`config.mk`:
```
export PLATFORM = sky130hd
export DESIGN_NAME = mem_stage
export DESIGN_NICKNAME = d
export VERILOG_FILES = /design/src/rtl/mem_stage.sv
export SDC_FILE = /design/constraint.sdc
export NUM_CORES = 1
export LEC_CHECK = 0
export CORE_MARGIN = 2
export CORE_UTILIZATION = 40
export CTS_CLUSTER_DIAMETER = 80
export CTS_CLUSTER_SIZE = 30
export DETAILED_ROUTE_END_ITERATION = 12
export GPL_ROUTABILITY_DRIVEN = 0
export PLACE_DENSITY = 0.69
export SYNTH_ARGS = -nofsm -noshare
export SYNTH_HDL_FRONTEND = slang
export SYNTH_SLANG_ARGS = --single-unit
```
`constraint.sdc`:
```
create_clock -name clock -period 13.5 [get_ports clock]
set_input_delay 2.7 -clock clock [delete_from_list [all_inputs] [get_ports clock]]
set_output_delay 2.7 -clock clock [all_outputs]
set_load 0.1 [all_outputs]
```
`src/rtl/mem_stage.sv`:
```
// Memory pipeline stage: holds one instruction, issues a data-memory load or store, retires it.
// Optional store-to-load forwarding buffer is enabled by defining MEM_STAGE_STORE_FWD_EN.
module mem_stage #(
  parameter int DMEM_ADDR_WIDTH = 12,
  parameter int DMEM_WORD_WIDTH = 16,
  parameter int IALU_WORD_WIDTH = 16,
  parameter int PC_WIDTH        = 12,
  parameter int PMEM_WORD_WIDTH = 16,
  parameter int REG_IDX_WIDTH   = 4
) (
  input  logic                       clock,
  input  logic                       reset,
  input  logic                       in_act_load_dmem,
  input  logic                       in_act_store_dmem,
  input  logic                       in_act_write_res_to_reg,
  input  logic [DMEM_ADDR_WIDTH-1:0] in_dmem_rd_addr,
  input  logic [DMEM_ADDR_WIDTH-1:0] in_dmem_wr_addr,
  input  logic [DMEM_WORD_WIDTH-1:0] in_dmem_wr_word,
  input  logic [PMEM_WORD_WIDTH-1:0] in_instr,
  input  logic [PC_WIDTH-1:0]        in_pc,
  input  logic [IALU_WORD_WIDTH-1:0] in_res,
  input  logic [REG_IDX_WIDTH-1:0]   in_res_reg_idx,
  output logic                       out_stall,
  output logic                       out_dmem_rd_req,
  output logic                       out_dmem_wr_req,
  output logic [DMEM_ADDR_WIDTH-1:0] out_dmem_rd_addr,
  output logic [DMEM_ADDR_WIDTH-1:0] out_dmem_wr_addr,
  output logic [DMEM_WORD_WIDTH-1:0] out_dmem_wr_word,
  input  logic                       in_dmem_rd_ack,
  input  logic                       in_dmem_wr_ack,
  input  logic [DMEM_WORD_WIDTH-1:0] in_dmem_rd_word,
  output logic                       out_act_write_res_to_reg,
  output logic [IALU_WORD_WIDTH-1:0] out_res,
  output logic [REG_IDX_WIDTH-1:0]   out_res_reg_idx,
  output logic [PMEM_WORD_WIDTH-1:0] out_instr,
  output logic [PC_WIDTH-1:0]        out_pc
);

  localparam logic [1:0] IDLE  = 2'd0;
  localparam logic [1:0] LOAD  = 2'd1;
  localparam logic [1:0] STORE = 2'd2;

  logic [1:0]                 state, state_d;
  logic                       h_load, h_write;
  logic [DMEM_ADDR_WIDTH-1:0] h_rd_addr, h_wr_addr;
  logic [DMEM_WORD_WIDTH-1:0] h_wr_word;
  logic [PMEM_WORD_WIDTH-1:0] h_instr;
  logic [PC_WIDTH-1:0]        h_pc;
  logic [IALU_WORD_WIDTH-1:0] h_res;
  logic [REG_IDX_WIDTH-1:0]   h_idx;

  logic                       fwd_hit;
  logic                       complete;
  logic [DMEM_WORD_WIDTH-1:0] load_word;
  logic [IALU_WORD_WIDTH-1:0] load_ext;
  logic [IALU_WORD_WIDTH-1:0] wb_val;

  assign out_stall = ((state == LOAD) && !in_dmem_rd_ack) ||
                     ((state == STORE) && !in_dmem_wr_ack);

  assign out_dmem_rd_req  = (state == LOAD);
  assign out_dmem_rd_addr = (state == LOAD) ? h_rd_addr : '0;
  assign out_dmem_wr_req  = (state == STORE);
  assign out_dmem_wr_addr = (state == STORE) ? h_wr_addr : '0;
  assign out_dmem_wr_word = (state == STORE) ? h_wr_word : '0;

  assign complete = (state == IDLE) || ((state == LOAD) && in_dmem_rd_ack) ||
                    ((state == STORE) && in_dmem_wr_ack);

`ifdef MEM_STAGE_STORE_FWD_EN
  logic                       buf_valid, buf_valid_d;
  logic [DMEM_ADDR_WIDTH-1:0] buf_addr, buf_addr_d;
  logic [DMEM_WORD_WIDTH-1:0] buf_word, buf_word_d;
  logic                       h_fwd;
  logic [DMEM_WORD_WIDTH-1:0] h_fwd_word;

  // The store acknowledged this cycle is already visible to a load captured at the same edge.
  always_comb begin
    buf_valid_d = buf_valid;
    buf_addr_d  = buf_addr;
    buf_word_d  = buf_word;
    if ((state == STORE) && in_dmem_wr_ack) begin
      buf_valid_d = 1'b1;
      buf_addr_d  = h_wr_addr;
      buf_word_d  = h_wr_word;
    end
  end

  assign fwd_hit   = in_act_load_dmem && buf_valid_d && (buf_addr_d == in_dmem_rd_addr);
  assign load_word = h_fwd ? h_fwd_word : in_dmem_rd_word;

  always_ff @(posedge clock or posedge reset) begin
    if (reset) begin
      buf_valid  <= 1'b0;
      buf_addr   <= '0;
      buf_word   <= '0;
      h_fwd      <= 1'b0;
      h_fwd_word <= '0;
    end else begin
      buf_valid <= buf_valid_d;
      buf_addr  <= buf_addr_d;
      buf_word  <= buf_word_d;
      if (!out_stall) begin
        h_fwd      <= fwd_hit;
        h_fwd_word <= buf_word_d;
      end
    end
  end
`else
  assign fwd_hit   = 1'b0;
  assign load_word = in_dmem_rd_word;
`endif

  generate
    if (DMEM_WORD_WIDTH >= IALU_WORD_WIDTH) begin : g_trunc
      assign load_ext = load_word[IALU_WORD_WIDTH-1:0];
    end else begin : g_zext
      assign load_ext = {{(IALU_WORD_WIDTH - DMEM_WORD_WIDTH){1'b0}}, load_word};
    end
  endgenerate

  assign wb_val = h_load ? load_ext : h_res;

  // A load with the store flag also set is executed as a load only.
  always_comb begin
    state_d = IDLE;
    if (in_act_load_dmem) begin
      state_d = fwd_hit ? IDLE : LOAD;
    end else if (in_act_store_dmem) begin
      state_d = STORE;
    end
  end

  always_ff @(posedge clock or posedge reset) begin
    if (reset) begin
      state                    <= IDLE;
      h_load                   <= 1'b0;
      h_write                  <= 1'b0;
      h_rd_addr                <= '0;
      h_wr_addr                <= '0;
      h_wr_word                <= '0;
      h_instr                  <= '0;
      h_pc                     <= '0;
      h_res                    <= '0;
      h_idx                    <= '0;
      out_act_write_res_to_reg <= 1'b0;
      out_res                  <= '0;
      out_res_reg_idx          <= '0;
      out_instr                <= '0;
      out_pc                   <= '0;
    end else begin
      if (!out_stall) begin
        state     <= state_d;
        h_load    <= in_act_load_dmem;
        h_write   <= in_act_write_res_to_reg;
        h_rd_addr <= in_dmem_rd_addr;
        h_wr_addr <= in_dmem_wr_addr;
        h_wr_word <= in_dmem_wr_word;
        h_instr   <= in_instr;
        h_pc      <= in_pc;
        h_res     <= in_res;
        h_idx     <= in_res_reg_idx;
      end
      if (complete) begin
        out_act_write_res_to_reg <= h_write;
        out_res                  <= wb_val;
        out_res_reg_idx          <= h_idx;
        out_instr                <= h_instr;
        out_pc                   <= h_pc;
      end else begin
        out_act_write_res_to_reg <= 1'b0;
        out_res                  <= '0;
        out_res_reg_idx          <= '0;
        out_instr                <= '0;
        out_pc                   <= '0;
      end
    end
  end

endmodule

```
[Word-level counts from Yosys, hierarchy flattened]
Cells that the tools add are included.
Cells by class
  equality and inequality tests: 2
  muxes and demuxes: 11
  reduce and logical (&&, ||, !) cells: 10
Operators with widths (count)
  2-to-1 mux 16 bit: 4
  2-to-1 mux 12 bit: 3
  logical AND 1 bit: 4
  2-to-1 mux 2 bit: 2
  2-to-1 mux 4 bit: 1
  logical OR 1 bit: 3
  == test 2 x 1 -> 1 bit (second input constant): 1
  == test 2 bit (second input constant): 1
  zero test 1 bit: 2
  zero test 2 bit: 1
  2-to-1 mux 1 bit: 1
Word-level totals
  register bits after elaboration: 141
  input bits: 111
  output and inout port bits: 92
  logic and storage cells: 38

[Longest topological paths before layout]
  word-level depth: 5
  depth in mapped cells: 6
  mapped depth without buffers: 3

[Least setup slack after synthesis]
OpenSTA, ideal clock, no wires.
  path type: input -> output
  from: input in_dmem_wr_ack
  to: output out_stall
  arrival time: 3751 ps
  required time: 10800 ps
  setup slack: 7049 ps
  stages on the path: 5
  path buffers: 3
  path through: buf_2 -> nand2b_1 -> buf_6 -> mux2i_4 -> buf_6
On the way
  longest elaborated chain between the ends: 3
RTL lines
  start, declared: RTL line 30  | input logic in_dmem_wr_ack,
  zero test 1 bit: RTL line 59  | ((state == STORE) && !in_dmem_wr_ack);
  logical AND 1 bit: RTL line 59
  logical OR 1 bit: RTL line 58  | assign out_stall = ((state == LOAD) && !in_dmem_rd_ack) ||
  end, declared: RTL line 23  | output logic out_stall,
No other way between the ends.

[Worst setup path in the final report]
Same ends and word-level chain as after synthesis.

==> metrics.md <==
| Metric | Value |
|---|---|
| Post-layout util | 0.567 |
| P&R area growth vs syn | 39.2% |
| Post-CTS sizing | 0 |
| Crit path cell chain | buf_2 -> buf_4 -> nand2b_1 -> mux2i_4 -> buf_4 -> clkdlybuf4s50_1 |
| Maxcap violations | 0 |
| Vias per cell | about 5.4 |
| WP depth | 6 |
| Period minus WS final | approximately 8.4 ns |
| Final non-filler cell total | between 1000 and 1500 |
| DRC violations left | 0 |
| Worst Setup EP | out_stall |
| Period utilization | 0.625 |
| Post-CTS setup buffers | 0 |
| Synth Warn # | 0 |
| Clk slew on worst S/H paths | ~0.06 ns |
| Crit path buf inv count | 4 |
| Clk_lat worst skew | between 0.4 and 0.5 ns |
| Critical path launch point | in_dmem_wr_ack |
| Top cell type's share of synthesized area | 0.501 |
| CP max stage delay | between 1 and 1.5 ns |
| Initial Utilization | 0.407 |
| Hold buffers post-CTS | 0 |
| Post-synth cell types | 22 |
| Rel. slew slack | 0.226 |
| Root Driver | clkbuf_16 |
| Placed Cells incl. Taps | ~1100 |
| Type of origin of the critical path | input pin |
| Worst EP required | 10.80 ns |
| Ant. Diodes | 0 |
| Register-to-register path setup slack | about 10 ns |
| Fin Setup TNS | 0 ns |
| CTS tree | yes |
| Critical Path Slowest Stage Cell | clkdlybuf4s50_1 |
| First-pass DRT Iterations | 5 |
| Total power | 1.81 mW |
| Fmax | between 100 and 150 MHz |
| Tot GR Track Use | 0.192 |
| CTS buffer count | 17 |
| Worst Skew | between 0.007 and 0.008 ns |
| Initial antenna violation count | 0 |
| Fillers | 1541 |
| Reg2Reg Launch Point | state[0] |
| Final setup fails | 0 |
| Die Area | ~0.019 mm² |
| Post-Route WL | about 18000 µm |
| Max VDD drop | about 0.0001 V |
| Cells after Synth | ~700 |
| Reg-to-reg endpoint | out_instr[13] |
| HPWL Detailed | around 11000 µm |
| Share of layout cells above drive strength 1 | 0.0960 |
| CP delay by family, top | buffers and inverters |
| Status | finished clean |
| Most used cell, CP | buf_4 |
| Row count | 48 |
| Mapped Area | 0.00700 mm² |
| Max FO, Critical Path | between 50 and 60 |
| CP endpoint kind | output pin |
| Worst-Margin Slew | ~1.2 ns |
| Ports | between 200 and 250 |
| Pwr dens | between 150 and 200 mW/mm² |
| Syn_nets | a little over 800 |
| H-tree depth | 4 |
| Die width | roughly 140 µm |
| Detailed-route via count | between 5000 and 6000 |
| DR WL/cell | 16.2 µm |
| Bufs on Longest Clock Path | 2 |
| Largest net degree at the start of global routing | approximately 140 |
| First-pass GRT wire length | between 20000 and 30000 µm |
| Worst Hold Class | reg -> reg |
| Height of the chip | about 140 µm |
| CORE AREA | around 0.017 mm² |
| RSZ-0062 raised after global routing | false |
| Fin nets | 973 |
| Seq cells post-synth | 140 |
| FF-to-FF path depth | 4 |
| Crit Path Class | in -> out |
| Synth area leader | dfrtp_1 |
| CTS sink count | between 100 and 150 |
| Sequential-to-total area share from yosys stat | 0.501 |
| Iteration-0 DRC Markers | between 300 and 400 |
| Hold path start | h_rd_addr[2] |
| Final Hold Vio Count | 0 |
| Post-route ant nets | 0 |
| Leak | about 3.8 nW |
| IO buf count | ~200 |
| WP data arrival | roughly 5.7 ns |
| Max-slew violations | 0 |
| Mapped Avg Cell Area | roughly 10 µm² |
| Synth area leaders | dfrtp_1 50%, nor3_1 7.6%, and2_1 6.5% |
| Vias in the first global route | roughly 5400 |
| Grt ovf | 0 |
worst min path at each step:
stage | end | slack, ns | cells after the start
after detailed placement | h_wr_addr[1] | 0.49 | 1
final | h_rd_addr[2] | 0.49 | 1
after floorplan | h_rd_addr[0] | 0.47 | 1
after CTS | h_wr_addr[7] | 0.50 | 1
after global placement | h_wr_addr[7] | 0.48 | 1
after global routing | h_wr_addr[1] | 0.51 | 1
report_power, final:
group	leakage, nW	internal, mW	switching (mW)
clock network	0.331	0.356	0.176
logic	1.79	0.209	0.505
registers	1.64	0.506	0.0590
total	3.77	1.07	0.740
layer usage:
layer / up-vias / track usage / share of wire
li1: 2853 / - / -
met1: 2809 / 0.261 / 0.45
met2: 210 / 0.295 / 0.46
met3: 26 / 0.0477 / 0.060
met4: 0 / 0.0735 / 0.021
met5: - / 0 / 0
cell families after synthesis:
group,synth area share
buf+inv,0.0472
flops,0.501
compound gates,0.178
mux,0.0611
simple gates,0.213
metrics by stage:
step,area [µm²],hold slack [ns],setup WS (ns)
final,9740,0.494,5.07
after global routing,9740,0.507,4.91
after CTS,9740,0.498,5.06
after detailed placement,9070,0.485,5.07
after global placement,9070,0.479,5.08
after floorplan,7000,0.470,7.05
synth_stat cells:
| cell type | count |
|---|---|
| buf_2 | 18 |
| nor2b_1 | 57 |
| o21ai_1 | 1 |
| o22ai_1 | 69 |
| buf_6 | 4 |
| nor3_1 | 106 |
| a211oi_1 | 53 |
| a21oi_1 | 2 |
| nand2_1 | 33 |
| inv_2 | 1 |
| nor2_1 | 1 |
| nand2b_1 | 2 |
| mux2i_4 | 1 |
| and2_1 | 73 |
| o21ai_0 | 1 |
| dfrtp_1 | 140 |
| o21a_1 | 53 |
| mux2_2 | 36 |
| clkbuf_1 | 37 |
| buf_1 | 12 |
| or2_2 | 1 |
| inv_1 | 2 |
cell usage in the layout, fill, tap and decap left out, types with 2 or more instances in the layout:
master / n
nor3_1: 106
and2_1: 73
bufinv_16: 6
nand2b_1: 2
mux2_2: 36
a21oi_1: 2
dfrtp_1: 138
nand2_1: 33
clkbuf_16: 17
clkbuf_1: 2
a211oi_1: 53
inv_6: 2
buf_4: 9
o22ai_1: 69
clkdlybuf4s50_1: 201
clkbuf_8: 2
clkinv_2: 3
nor2b_1: 56
o21a_1: 53
area by class of cell:
cell class                 instances  area, µm²  share of cell area
clock buffer                      21        460              0.0473
clock inverter                    11        213              0.0218
inverter                           3       16.3             0.00167
multi-input combinational        489       3180               0.326
sequential                       140       3510               0.360
tap                              225        282              0.0289
timing repair buffer             211       2080               0.214
No activity file was read; power rests on OpenSTA's default activity.
